$ cat config.mk
export PLATFORM = sky130hd
export DESIGN_NAME = mux4_rr_arbiter
export DESIGN_NICKNAME = d
export VERILOG_FILES = /design/src/rtl/mux4_rr_arbiter_pkg.sv /design/src/rtl/mux4_rr_arbiter_rr_pick4.sv /design/src/rtl/mux4_rr_arbiter.sv
export SDC_FILE = /design/constraint.sdc
export NUM_CORES = 1
export LEC_CHECK = 0
export BUFFER_PORTS_ARGS = -buffer_cell sky130_fd_sc_hd__buf_2
export CORE_MARGIN = 2
export CORE_UTILIZATION = 45
export CTS_BUF_LIST = sky130_fd_sc_hd__clkbuf_2 sky130_fd_sc_hd__clkbuf_4 sky130_fd_sc_hd__clkbuf_8
export CTS_CLUSTER_DIAMETER = 200
export DETAILED_ROUTE_END_ITERATION = 10
export MAX_ROUTING_LAYER = met4
export PLACE_DENSITY = 0.66
export SLEW_MARGIN = 20
export SYNTH_ARGS = -nofsm -noshare
export SYNTH_HDL_FRONTEND = slang
export SYNTH_SLANG_ARGS = --single-unit
$ cat constraint.sdc
create_clock -name clk -period 2.3 [get_ports clk]
set_input_delay 0.46 -clock clk [delete_from_list [all_inputs] [get_ports clk]]
set_output_delay 0.46 -clock clk [all_outputs]
set_load 0.02 [all_outputs]
$ cat src/rtl/mux4_rr_arbiter_pkg.sv
// ============================================================================
// mux_pkg : shared types and constants for the 4-way round-robin mux arbiter
// Revision: 1.0
// ============================================================================
`default_nettype none

package mux_pkg;

  localparam int NUM_REQ = 4;
  localparam int SEL_W   = 2;
  localparam int CNT_W   = 8;

  typedef enum logic [0:0] {
    IDLE  = 1'b0,
    GRANT = 1'b1
  } state_t;

endpackage

`default_nettype wire

$ cat src/rtl/mux4_rr_arbiter_rr_pick4.sv
// ============================================================================
// rr_pick4 : combinational rotating-priority picker (first set bit from ptr)
// Revision: 1.0
// ============================================================================
`default_nettype none

module rr_pick4
  import mux_pkg::*;
(
  input  logic [NUM_REQ-1:0] req,
  input  logic [SEL_W-1:0]   ptr,
  output logic [SEL_W-1:0]   idx,
  output logic               any
);

  logic [SEL_W-1:0] w_k;

  // Scan from the farthest slot back to ptr so the closest set bit wins.
  always_comb begin
    idx = '0;
    w_k = '0;
    any = |req;
    for (int i = NUM_REQ - 1; i >= 0; i--) begin
      w_k = ptr + SEL_W'(i);
      if (req[w_k]) begin
        idx = w_k;
      end
    end
  end

endmodule

`default_nettype wire

$ cat src/rtl/mux4_rr_arbiter.sv
// ============================================================================
// mux4_rr_arbiter : round-robin arbiter with burst limit steering a 4:1 mux
// Revision: 1.0
// ============================================================================
`default_nettype none

module mux4_rr_arbiter
  import mux_pkg::*;
#(
  parameter int DATA_W   = 1,
  parameter int MAX_HOLD = 4
) (
  input  logic               clk,
  input  logic               rst,
  input  logic [NUM_REQ-1:0] req,
  input  logic [DATA_W-1:0]  i0,
  input  logic [DATA_W-1:0]  i1,
  input  logic [DATA_W-1:0]  i2,
  input  logic [DATA_W-1:0]  i3,
  output logic [NUM_REQ-1:0] gnt,
  output logic               s1,
  output logic               s0,
  output logic               valid,
  output logic [DATA_W-1:0]  out
);

  localparam logic [CNT_W-1:0] C_HOLD_LAST = CNT_W'(MAX_HOLD - 1);

  state_t             r_state;
  logic [SEL_W-1:0]   r_ptr;
  logic [SEL_W-1:0]   r_sel;
  logic [CNT_W-1:0]   r_cnt;
  logic [NUM_REQ-1:0] r_gnt;

  logic [NUM_REQ-1:0] w_others;
  logic               w_at_limit;
  logic               w_release;
  logic [NUM_REQ-1:0] w_pick_req;
  logic [SEL_W-1:0]   w_pick_ptr;
  logic [SEL_W-1:0]   w_pick_idx;
  logic               w_pick_any;

  assign w_others   = req & ~(NUM_REQ'(1) << r_sel);
  assign w_at_limit = (r_cnt == C_HOLD_LAST);
  assign w_release  = !req[r_sel] || (w_at_limit && (|w_others));

  // One picker serves both cases; on handoff the owner is masked out and the
  // scan starts just past it, which is where ptr lands on release.
  assign w_pick_req = (r_state == GRANT) ? w_others : req;
  assign w_pick_ptr = (r_state == GRANT) ? (r_sel + SEL_W'(1)) : r_ptr;

  rr_pick4 u_pick (
    .req (w_pick_req),
    .ptr (w_pick_ptr),
    .idx (w_pick_idx),
    .any (w_pick_any)
  );

  always_ff @(posedge clk) begin
    if (rst) begin
      r_state <= IDLE;
      r_ptr   <= '0;
      r_cnt   <= '0;
      r_gnt   <= '0;
      r_sel   <= '0;
    end else begin
      case (r_state)
        IDLE: begin
          if (w_pick_any) begin
            r_gnt   <= NUM_REQ'(1) << w_pick_idx;
            r_sel   <= w_pick_idx;
            r_cnt   <= '0;
            r_state <= GRANT;
          end
        end
        GRANT: begin
          if (w_release) begin
            r_ptr <= r_sel + SEL_W'(1);
            r_cnt <= '0;
            if (w_pick_any) begin
              r_gnt <= NUM_REQ'(1) << w_pick_idx;
              r_sel <= w_pick_idx;
            end else begin
              r_gnt   <= '0;
              r_state <= IDLE;
            end
          end else if (w_at_limit) begin
            r_cnt <= '0;
          end else begin
            r_cnt <= r_cnt + CNT_W'(1);
          end
        end
        default: begin
          r_state <= IDLE;
          r_gnt   <= '0;
        end
      endcase
    end
  end

  assign gnt   = r_gnt;
  assign s1    = r_sel[1];
  assign s0    = r_sel[0];
  assign valid = |(r_gnt & req);

  always_comb begin
    out = '0;
    if (valid) begin
      case (r_sel)
        2'd0:    out = i0;
        2'd1:    out = i1;
        2'd2:    out = i2;
        default: out = i3;
      endcase
    end
  end

endmodule

`default_nettype wire
==> run_results.csv <==
group,metric,value,unit
critical_path,cp-startpoint,"r_sel[0]",
grt,grt_pass1_vias,885,
job,maxCapViolCount,0,
logic_synthesis,synthArstFlopShare,0,
critical_path,rr_startpoint,"r_sel[1]",
die,core_area,2410,sq um
place,gp_congestion,0.8501,
die,core.rowCount,18,
clock_network,cts-root-buf,"clkbuf_4",
power_and_ir_drop,vdd_drop_max,0.0004242,V
critical_path,r2r_cells,7,
logic_synthesis,synth-compound-area-share,0.2779,
critical_path,r2r_setup_slack,0.27,ns
routing,via_per_inst,5.813,
worst_hold_path,hp-class,"reg -> reg",
critical_path,arrival,1.71,ns
timing,fmax,460.5,MHz
logic_synthesis,synth_edf_count,0,
power_and_ir_drop,p_total,0.8425,mW
power_and_ir_drop,leakage,0.5153,nW
critical_path,worst-path-max-fanout,8,
grt,grt_usage,0.1902,
logic_synthesis,yosys_warnings,0,
critical_path,worstSetupPathType,"reg -> out",
layout,syn_to_final_growth,11.27,%
clock_network,cts_buffers,3,
timing,drv_slew,0,
logic_synthesis,synth_seq_cells,17,
grt,antenna_found_initial,0,
critical_path,start_kind,"flop",
critical_path,critPathCaptureType,"output pin",
logic_synthesis,synth-simple-area-share,0.2578,
place,dp.cells,172,
routing,drc,0,
layout,drive_gt1_frac,0.2466,
logic_synthesis,synth.avg_cell_area,8.691,sq um
status,status,"finished clean",
layout,fin_cells,176,
grt,grt.overflow.total,0,
logic_synthesis,ys_types,43,
place,dp_hpwl,1864,um
grt,grt_pass1_wl,3877,um
logic_synthesis,synth_top_family_by_area,"compound AO/OA/AOI/OAI gates",
logic_synthesis,syn_area,1121,sq um
grt,grt_max_degree,18,
routing,drt_iter0_drc,13,
clock_network,worstSkewPairLatency,0.28,ns
layout,final_common_cell,"buf_2",
logic_synthesis,ys_seq_area_frac,0.3036,
timing,rsz0062_at_grt,"false",
routing,via_count,1023,
timing,worst_pin_slew,0.5045,ns
layout,nNetsFinal,162,
logic_synthesis,synth_xor_area_frac,0,
die,die_y,53.91,um
die,dieArea,2906,sq um
routing,drt-total-wl,2385,um
routing,ant_nets,0,
timing,post-route-min-period,2.172,ns
routing,drt_first_pass_iters,4,
clock_network,cts_buffer_depth,2,
power_and_ir_drop,pwr_density_cell,675.4,nW/um^2
clock_network,path_clk_slew,0.09,ns
logic_synthesis,synth_adder_area_share,0.05580,
timing,hold_viol,0,
clock_network,ctsHtreeMaxLevel,1,
critical_path,endpoint,"out",
logic_synthesis,muxShareOfSynthArea,0.05804,
clock_network,cts_tree,"done",
timing,max-slew-margin-rel,0.6630,
timing,tns,0,ns
die,die_x,53.91,um
logic_synthesis,synth-main-ff-cell,"dfxtp_1",
clock_network,cts_num_sinks,17,
layout,diodes,0,
critical_path,rr_endpoint,"gnt[2]",
die,initial_core_util,0.4652,
logic_synthesis,synth_nets,144,
clock_network,cts-hold-fix-buffers,0,
timing,timing.final.crit_share,0.9443,
routing,wire_per_inst,13.55,um
timing,setup_viol,0,
timing,fin_skew,0.002226,ns
critical_path,required,1.84,ns
place,io_buffer_count,17,
layout,final_cell_mix,"buf_2 (17), dfxtp_1 (15), nand2_1 (13)",
logic_synthesis,synth_cells,129,
die,ios,18,
## synth_stat cells, types with 2 or more instances
| master | number | share of area |
|---|---|---|
| dfxtp_1 | 17 | 0.30 |
| nand2_1 | 13 | 0.044 |
| a21oi_1 | 12 | 0.054 |
| nor2_1 | 10 | 0.033 |
| nand2b_1 | 6 | 0.033 |
| a311oi_1 | 5 | 0.039 |
| ha_1 | 5 | 0.056 |
| mux2i_1 | 5 | 0.045 |
| inv_1 | 4 | 0.013 |
| nor2b_1 | 4 | 0.022 |
| nor3_1 | 4 | 0.018 |
| a22o_1 | 3 | 0.023 |
| a22oi_1 | 3 | 0.020 |
| and3_1 | 3 | 0.017 |
| nand3_1 | 3 | 0.013 |
| a21boi_2 | 2 | 0.020 |
| a41oi_1 | 2 | 0.016 |
| and2_1 | 2 | 0.011 |
| buf_6 | 2 | 0.020 |
## report_power, final
group / internal [mW] / switching, mW / leakage (nW)
clock: 0.0791 / 0.0881 / 0.0184
combinational: 0.131 / 0.190 / 0.357
sequential: 0.324 / 0.0308 / 0.140
## metrics by stage
| step | instance area, sq um | setup slack (ns) | util | hold WS (ns) |
|---|---|---|---|---|
| 3_5_place_dp | 1210 | 0.1318 | 0.5021 | 0.4797 |
| 4_1_cts | 1242 | 0.08435 | 0.5156 | 0.4934 |
| 5_1_grt | 1247 | 0.01180 | 0.5177 | 0.5359 |
| 6_report | 1247 | 0.1282 | 0.5177 | 0.4888 |
| 3_3_place_gp | 1210 | 0.1729 | 0.5021 | 0.4692 |
| 2_1_floorplan | 1121 | 0.1871 | - | 0.4492 |
## worst max-delay path, cell delays in order, from the launching register on
cell      delay [ns]
dfxtp_4         0.39
inv_1           0.09
ha_1            0.23
a222oi_1        0.33
nor2_1          0.07
a21oi_1         0.12
a21oi_1         0.05
buf_2           0.16
## worst min-delay path by stage
stage	start	endpoint	slack (ns)	depth (start not counted)
2_1_floorplan	r_cnt[7]	r_cnt[7]	0.45	1
3_3_place_gp	r_cnt[0]	r_cnt[0]	0.47	2
3_5_place_dp	r_cnt[7]	r_cnt[7]	0.48	1
4_1_cts	r_cnt[7]	r_cnt[7]	0.49	1
5_1_grt	r_cnt[0]	r_cnt[0]	0.54	2
6_report	r_cnt[7]	r_cnt[7]	0.49	1
## metal layers
layer | wire, um | GRT usage | part of all wire | vias up
li1 | - | - | - | 519
met1 | 1116 | 0.2166 | 0.47 | 480
met2 | 1157 | 0.3191 | 0.49 | 22
met3 | 100 | 0.04722 | 0.042 | 2
met4 | 10 | 0.07265 | 0.0042 | 0
met5 | 0 | - | 0 | -
## state kept, by name, indices dropped and copies added (netlist names)
| name | count |
|---|---|
| gnt | 4 |
| r_cnt | 8 |
| r_ptr | 2 |
| r_sel | 2 |
| r_state | 1 |
## area by class of cell
cell class / instances / area [sq um]
fill: 237 / 1162
tap: 30 / 37.54
clock buffer: 4 / 30.03
inverter: 5 / 18.77
timing repair buffer: 17 / 85.08
multi-input combinational: 103 / 728.2
sequential: 17 / 347.8
## kinds of logic (layout without fill, tap and decap cells)
family	Yosys count	in the layout
buf+inv	9	26
fa+ha+maj	5	5
simple gates	52	52
mux	6	6
flops	17	17
compound gates	40	40
## repair_timing
action	CTS	global route
setup endpoints to repair	1	1
gates resized for setup	2	2
buffers inserted	0	0
cloned	0	0
Power figures use the tool's default switching activity.
